File: config.mk
export PLATFORM = sky130hd
export DESIGN_NAME = score_keeper
export DESIGN_NICKNAME = d
export VERILOG_FILES = /design/src/rtl/pong_pkg.sv /design/src/rtl/score_channel.sv /design/src/rtl/score_keeper.sv
export SDC_FILE = /design/constraint.sdc
export NUM_CORES = 1
export LEC_CHECK = 0
export CAP_MARGIN = 20
export CORE_MARGIN = 2
export CORE_UTILIZATION = 35
export CTS_CLUSTER_DIAMETER = 80
export DETAILED_ROUTE_END_ITERATION = 10
export GPL_TIMING_DRIVEN = 0
export SYNTH_ARGS = -nofsm -noshare
export SYNTH_HDL_FRONTEND = slang
export SYNTH_HIERARCHICAL = 1
export SYNTH_SLANG_ARGS = --single-unit
File: constraint.sdc
create_clock -name clock_i -period 2.9 [get_ports clock_i]
set_input_delay 0.29 -clock clock_i [delete_from_list [all_inputs] [get_ports clock_i]]
set_output_delay 0.29 -clock clock_i [all_outputs]
set_load 0.005 [all_outputs]
File: src/rtl/pong_pkg.sv
// Shared definitions for the pong match controller: state encoding, defaults and
// a constant clog2 helper used to size counters.
package pong_pkg;

    typedef enum logic [1:0] {
        StIdle  = 2'd0,
        StServe = 2'd1,
        StPlay  = 2'd2,
        StOver  = 2'd3
    } state_e;

    localparam int unsigned DefaultScoreLimit = 11;

    function automatic int unsigned clog2(input int unsigned value);
        int unsigned result;
        result = 0;
        for (int i = 0; i < 32; i++) begin
            if ((64'(1) << i) < 64'(value)) begin
                result = i + 1;
            end
        end
        return result;
    endfunction

endpackage

File: src/rtl/score_channel.sv
// One player's score: rising-edge miss detector feeding a saturating counter with a
// synchronous zero. Exposes the next-state score so the top can judge wins same clock.
module score_channel
    import pong_pkg::*;
#(
    parameter int unsigned SCORE_WIDTH = 8
) (
    input  logic                   clock_i,
    input  logic                   reset_ni,
    input  logic                   point_i,
    input  logic                   count_en_i,
    input  logic                   zero_i,
    output logic                   event_o,
    output logic [SCORE_WIDTH-1:0] score_o,
    output logic [SCORE_WIDTH-1:0] score_next_o
);

    logic                   point_q;
    logic [SCORE_WIDTH-1:0] score_q;
    logic [SCORE_WIDTH-1:0] score_d;

    assign event_o = point_i & ~point_q;

    always_comb begin
        score_d = score_q;
        if (zero_i) begin
            score_d = '0;
        end else if (count_en_i && event_o && (score_q != '1)) begin
            score_d = score_q + 1'b1;
        end
    end

    always_ff @(posedge clock_i or negedge reset_ni) begin
        if (!reset_ni) begin
            point_q <= 1'b0;
            score_q <= '0;
        end else begin
            point_q <= point_i;
            score_q <= score_d;
        end
    end

    assign score_o      = score_q;
    assign score_next_o = score_d;

endmodule

File: src/rtl/score_keeper.sv
// Match controller for multiplayer pong: IDLE/SERVE/PLAY/OVER sequencing, serve pause,
// per-channel ball reset requests and winner selection with optional win-by-two.
module score_keeper
    import pong_pkg::*;
#(
    parameter int unsigned NUM_PLAYERS  = 2,
    parameter int unsigned SCORE_WIDTH  = 8,
    parameter int unsigned SCORE_LIMIT  = DefaultScoreLimit,
    parameter int unsigned WIN_BY_TWO   = 0,
    parameter int unsigned SERVE_DELAY  = 60,
    parameter int unsigned WINNER_WIDTH = 3
) (
    input  logic                               clock_i,
    input  logic                               reset_ni,
    input  logic                               tick_i,
    input  logic                               start_i,
    input  logic                               clear_i,
    input  logic [NUM_PLAYERS-1:0]             point_i,
    output logic [NUM_PLAYERS*SCORE_WIDTH-1:0] score_o,
    output logic [NUM_PLAYERS-1:0]             ball_reset_o,
    output logic                               play_enable_o,
    output logic                               game_over_o,
    output logic [WINNER_WIDTH-1:0]            winner_o,
    output logic [1:0]                         state_o
);

    localparam int unsigned CntWidth = clog2(SERVE_DELAY + 1);
    localparam logic [CntWidth-1:0]    ServeLoad = CntWidth'(SERVE_DELAY);
    localparam logic [SCORE_WIDTH-1:0] Limit     = SCORE_WIDTH'(SCORE_LIMIT);

    state_e                  state_q, state_d;
    logic [CntWidth-1:0]     cnt_q, cnt_d;
    logic [WINNER_WIDTH-1:0] winner_q, winner_d;
    logic [NUM_PLAYERS-1:0]  ball_reset_q, ball_reset_d;

    logic                    in_play;
    logic                    zero_scores;
    logic [NUM_PLAYERS-1:0]  edge_raw;
    logic [NUM_PLAYERS-1:0]  events;
    logic [SCORE_WIDTH-1:0]  score_next [NUM_PLAYERS];
    logic                    win_any;
    logic [WINNER_WIDTH-1:0] win_idx;

    assign in_play = (state_q == StPlay);
    assign events  = edge_raw & {NUM_PLAYERS{in_play}};

    for (genvar i = 0; i < NUM_PLAYERS; i++) begin : g_chan
        score_channel #(
            .SCORE_WIDTH (SCORE_WIDTH)
        ) u_chan (
            .clock_i      (clock_i),
            .reset_ni     (reset_ni),
            .point_i      (point_i[i]),
            .count_en_i   (in_play),
            .zero_i       (zero_scores),
            .event_o      (edge_raw[i]),
            .score_o      (score_o[i*SCORE_WIDTH +: SCORE_WIDTH]),
            .score_next_o (score_next[i])
        );
    end

    // Scan from the top so the lowest qualifying index is the one left standing.
    always_comb begin
        logic [SCORE_WIDTH-1:0] max_other;
        logic                   qualifies;
        win_any   = 1'b0;
        win_idx   = '0;
        max_other = '0;
        qualifies = 1'b0;
        for (int i = int'(NUM_PLAYERS) - 1; i >= 0; i--) begin
            max_other = '0;
            for (int j = 0; j < int'(NUM_PLAYERS); j++) begin
                if ((j != i) && (score_next[j] > max_other)) begin
                    max_other = score_next[j];
                end
            end
            qualifies = (score_next[i] >= Limit) &&
                        ((WIN_BY_TWO == 0) ||
                         ({1'b0, score_next[i]} >= ({1'b0, max_other} + (SCORE_WIDTH+1)'(2))));
            if (qualifies) begin
                win_any = 1'b1;
                win_idx = WINNER_WIDTH'(i);
            end
        end
    end

    always_comb begin
        state_d      = state_q;
        cnt_d        = cnt_q;
        winner_d     = winner_q;
        ball_reset_d = ball_reset_q;
        zero_scores  = 1'b0;
        if (clear_i) begin
            state_d      = StIdle;
            cnt_d        = '0;
            winner_d     = '0;
            ball_reset_d = '1;
            zero_scores  = 1'b1;
        end else begin
            unique case (state_q)
                StIdle, StOver: begin
                    ball_reset_d = '1;
                    if (start_i) begin
                        state_d     = StServe;
                        cnt_d       = ServeLoad;
                        zero_scores = 1'b1;
                    end
                end
                StServe: begin
                    if (tick_i) begin
                        if (cnt_q == CntWidth'(1)) begin
                            state_d      = StPlay;
                            ball_reset_d = '0;
                        end
                        cnt_d = cnt_q - 1'b1;
                    end
                end
                StPlay: begin
                    if (|events) begin
                        if (win_any) begin
                            state_d      = StOver;
                            winner_d     = win_idx;
                            ball_reset_d = '1;
                        end else begin
                            state_d      = StServe;
                            cnt_d        = ServeLoad;
                            ball_reset_d = events;
                        end
                    end
                end
            endcase
        end
    end

    always_ff @(posedge clock_i or negedge reset_ni) begin
        if (!reset_ni) begin
            state_q      <= StIdle;
            cnt_q        <= '0;
            winner_q     <= '0;
            ball_reset_q <= '1;
        end else begin
            state_q      <= state_d;
            cnt_q        <= cnt_d;
            winner_q     <= winner_d;
            ball_reset_q <= ball_reset_d;
        end
    end

    assign ball_reset_o  = ball_reset_q;
    assign play_enable_o = (state_q == StPlay);
    assign game_over_o   = (state_q == StOver);
    assign winner_o      = winner_q;
    assign state_o       = state_q;

endmodule
==> summary.txt <==
CTS
  • CTS tree: built
  • Total CTS buffers: 5
  • Hold-fix buffers at CTS: 0
  • Clock transition at path regs: 60 ps
  • Clk buf depth: 2
  • Clk_lat worst skew: 280 ps
  • CTS root buf: clkbuf_8
  • CTS Sinks: 29
  • Htree depth: 2

Cells and area
  • Most common cell after layout, fill and taps aside: clkdlybuf4s50_1
  • Fraction of layout cells with a size suffix above 1: 0.169
  • Sequential Area: 728 um^2
  • Filler Cell Count: 479
  • Antenna fix cells: 0
  • Finished Layout Cells: 307
  • Final layout net count: 250
  • Commonest non-fill, non-tap cells in the layout: clkdlybuf4s50_1, dfrtp_1, nor2_1
  • Growth of design area from synthesis to finish: 33.6%
  • Area of the multi-input gates: 1020 um^2

Flow run
  • # Max-Cap Violations: 0

Place
  • Placed insts: 293
  • Gp weighted congestion: 0.759
  • Place WS: -487 ps
  • Port bufs: 28
  • Dpl hpwl: 3000 um

Die
  • Die height: 75.8 um
  • DIE WIDTH: 75.8 um
  • Row Count: 26
  • Initial Util: 0.358
  • Die ar.: 5740 um^2
  • Core ar.: 5040 um^2
  • Top Ports: 32

Logic synthesis
  • Synthesized flop and latch total: 29
  • Number of standard cells after synthesis: 193
  • Yosys Warn Count: 6
  • Avg Inst Size Synth: 9.35 um^2
  • Sequential share of the synthesized area: 0.404
  • Yosys cell types: 45
  • Top cell type by total area after synthesis: dfrtp_1
  • Area share of the largest cell type after synthesis: 0.374
  • Mapped cell area: 1800 um^2
  • Top cells by area, synth: dfrtp_1, ha_1, a21oi_1, o21a_1, nor2_1

STA
  • PnR worst setup slack: 184 ps
  • Final worst-path cycle share: 0.937
  • Worst Tran Pin Value: 750 ps
  • Setup TNS: 0 ps
  • Max frequency: 368 MHz
  • Hold Worst Slack: 448 ps
  • Final Hold Fails: 0
  • Final Max Slew Viols: 0
  • Final setup fails: 0
  • Slew Limit Headroom: 0.498
  • Clock skew: 5.45 ps
  • Tmin final: 2720 ps

Power
  • Worst VDD drop: 0.000335 V
  • P per Cell Area: 591 nW/um^2
  • Power after layout: 1.43 mW
  • Static Leak: 1.02 nW

Drt
  • Total number of vias: 1571
  • Met2 WL: 1890 um
  • Initial DRT Pass Iterations: 4
  • DR WL/cell: 13.1 um
  • DRT iter0 DRCs: 69
  • Met3 WL: 140 um
  • Residual DRC: 0
  • Vias per Instance: 5.12
  • Routed length on met1: 1940 um
  • Top routing layer used: met4
  • Total wire length: 4030 um
  • Detail Route Antenna Nets: 0

Global routing
  • Vias in the first global route: 1398
  • Largest net degree at the start of global routing: 17
  • Initial antenna violation count: 0
  • Gr ovfl total: 0
  • GRT Util Overall: 0.152
  • First-pass GRT wire length: 6560 um

Critical path
  • Startpoint types: flip-flop
  • CP Data Required Time: 3060 ps
  • Critical path capture point type: flip-flop
  • Crit Path Max Fanout: 6
  • Critical path class: flip-flop to flip-flop
  • Crit path DAT: 2880 ps

Run status
  • Status: complete, no violations

Hold path
  • Worst Hold Class: input pin to flip-flop
==> final timing paths <==
path,from,end,slack [ps],cells after the start
setup / recovery,state_o[0]$_DFFE_PN0P_,state_o[1]$_DFFE_PN0P_,180,12
hold / removal,clear_i,cnt_q[1]$_DFFE_PN0P_,450,2
setup reg to reg,state_o[0]$_DFFE_PN0P_,state_o[1]$_DFFE_PN0P_,180,12
hold reg to reg,cnt_q[5]$_DFFE_PN0P_,cnt_q[5]$_DFFE_PN0P_,550,1
max in group asynchronous,reset_ni,ball_reset_o[0]$_DFFE_PN1P_,1830,2
min in group asynchronous,reset_ni,cnt_q[0]$_DFFE_PN0P_,460,1
==> synthesized netlist by cell type <==
cell type	count
a211oi_1	2
a21boi_0	1
a21o_1	2
a21o_2	1
a21oi_1	12
a22o_1	1
a311oi_1	4
a31oi_1	4
and2_1	3
and2b_2	2
and3_1	2
and3b_1	2
buf_4	2
buf_6	2
clkbuf_1	2
clkdlybuf4s25_2	2
conb_1	1
dfrtp_1	27
dfstp_2	2
ha_1	7
inv_1	14
mux2i_1	5
nand2_1	11
nand2b_1	3
nand3_1	6
nand4_1	3
nand4_4	2
nand4b_1	1
nor2_1	15
nor2b_1	1
nor3_1	6
nor3b_1	1
nor4_1	4
o2111ai_1	2
o21a_1	8
o21ai_0	11
o221a_2	1
o31ai_1	2
o32ai_1	3
o41a_2	1
or2b_1	1
or3_1	2
or3_2	1
or4_1	4
xor2_1	4
==> power by group <==
part | leakage (nW) | switching [mW] | internal, mW | total, mW
Combinational | 0.578 | 0.264 | 0.268 | 0.532
Clock | 0.0542 | 0.151 | 0.214 | 0.365
Sequential | 0.386 | 0.0669 | 0.462 | 0.529
==> cell type report <==
type	count	area share
buffer	8	0.0270
clock inverter	1	0.00208
multi-input combinational	143	0.424
tap	70	0.0363
inverter	14	0.0218
timing repair buffer	35	0.146
clock buffer	7	0.0400
sequential	29	0.302
==> metal layers <==
| layer | GRT usage | vias up |
|---|---|---|
| met3 | 0.0278 | 5 |
| met2 | 0.225 | 30 |
| met1 | 0.214 | 733 |
| met4 | 0.0702 | 0 |
| li1 | - | 803 |
| met5 | 0 | - |
==> repair_timing <==
action | in CTS | in global routing
setup buffers | 1 | 5
pin swaps | 1 | 6
gates resized for setup | 11 | 5
endpoints found under the setup margin | 7 | 8
==> per-stage QoR <==
| step | instance area, um^2 | utilization |
|---|---|---|
| finish | 2410 | 0.478 |
| global route | 2410 | 0.478 |
| CTS | 2350 | 0.465 |
| detailed placement | 2200 | 0.437 |
| global placement | 2180 | 0.432 |
| floorplan | 1810 | - |
==> cells by family after synthesis <==
kind of cell / after synthesis / share of synthesized area
adder cells (fa/ha/maj): 7 / 0.0485
other: 1 / 0.00208
flip-flops: 29 / 0.404
XOR/XNOR: 4 / 0.0194
AO/OA/AOI/OAI: 55 / 0.207
buffers and inverters: 22 / 0.0652
multiplexers: 5 / 0.0277
AND/OR/NAND/NOR: 70 / 0.227
==> worst max-delay path, cell delays in order, from the launching register on <==
cell and delay [ps]:
dfrtp_1 400, inv_2 90, ha_4 170, and3b_1 190
buf_6 130, nand4_4 140, or4_1 510, a21oi_2 230
nor4_4 70, o21a_1 150, a21boi_4 230, a31oi_1 120
o32ai_1 170
==> registers in the layout, indices dropped and copies added, names as in the netlist <==
register,flops
ball_reset_o,2
cnt_q,6
g_chan.u_chan/point_q,2
g_chan.u_chan/score_o,16
state_o,2
winner_o,1
Note: power is estimated with default switching activity, not from simulation.
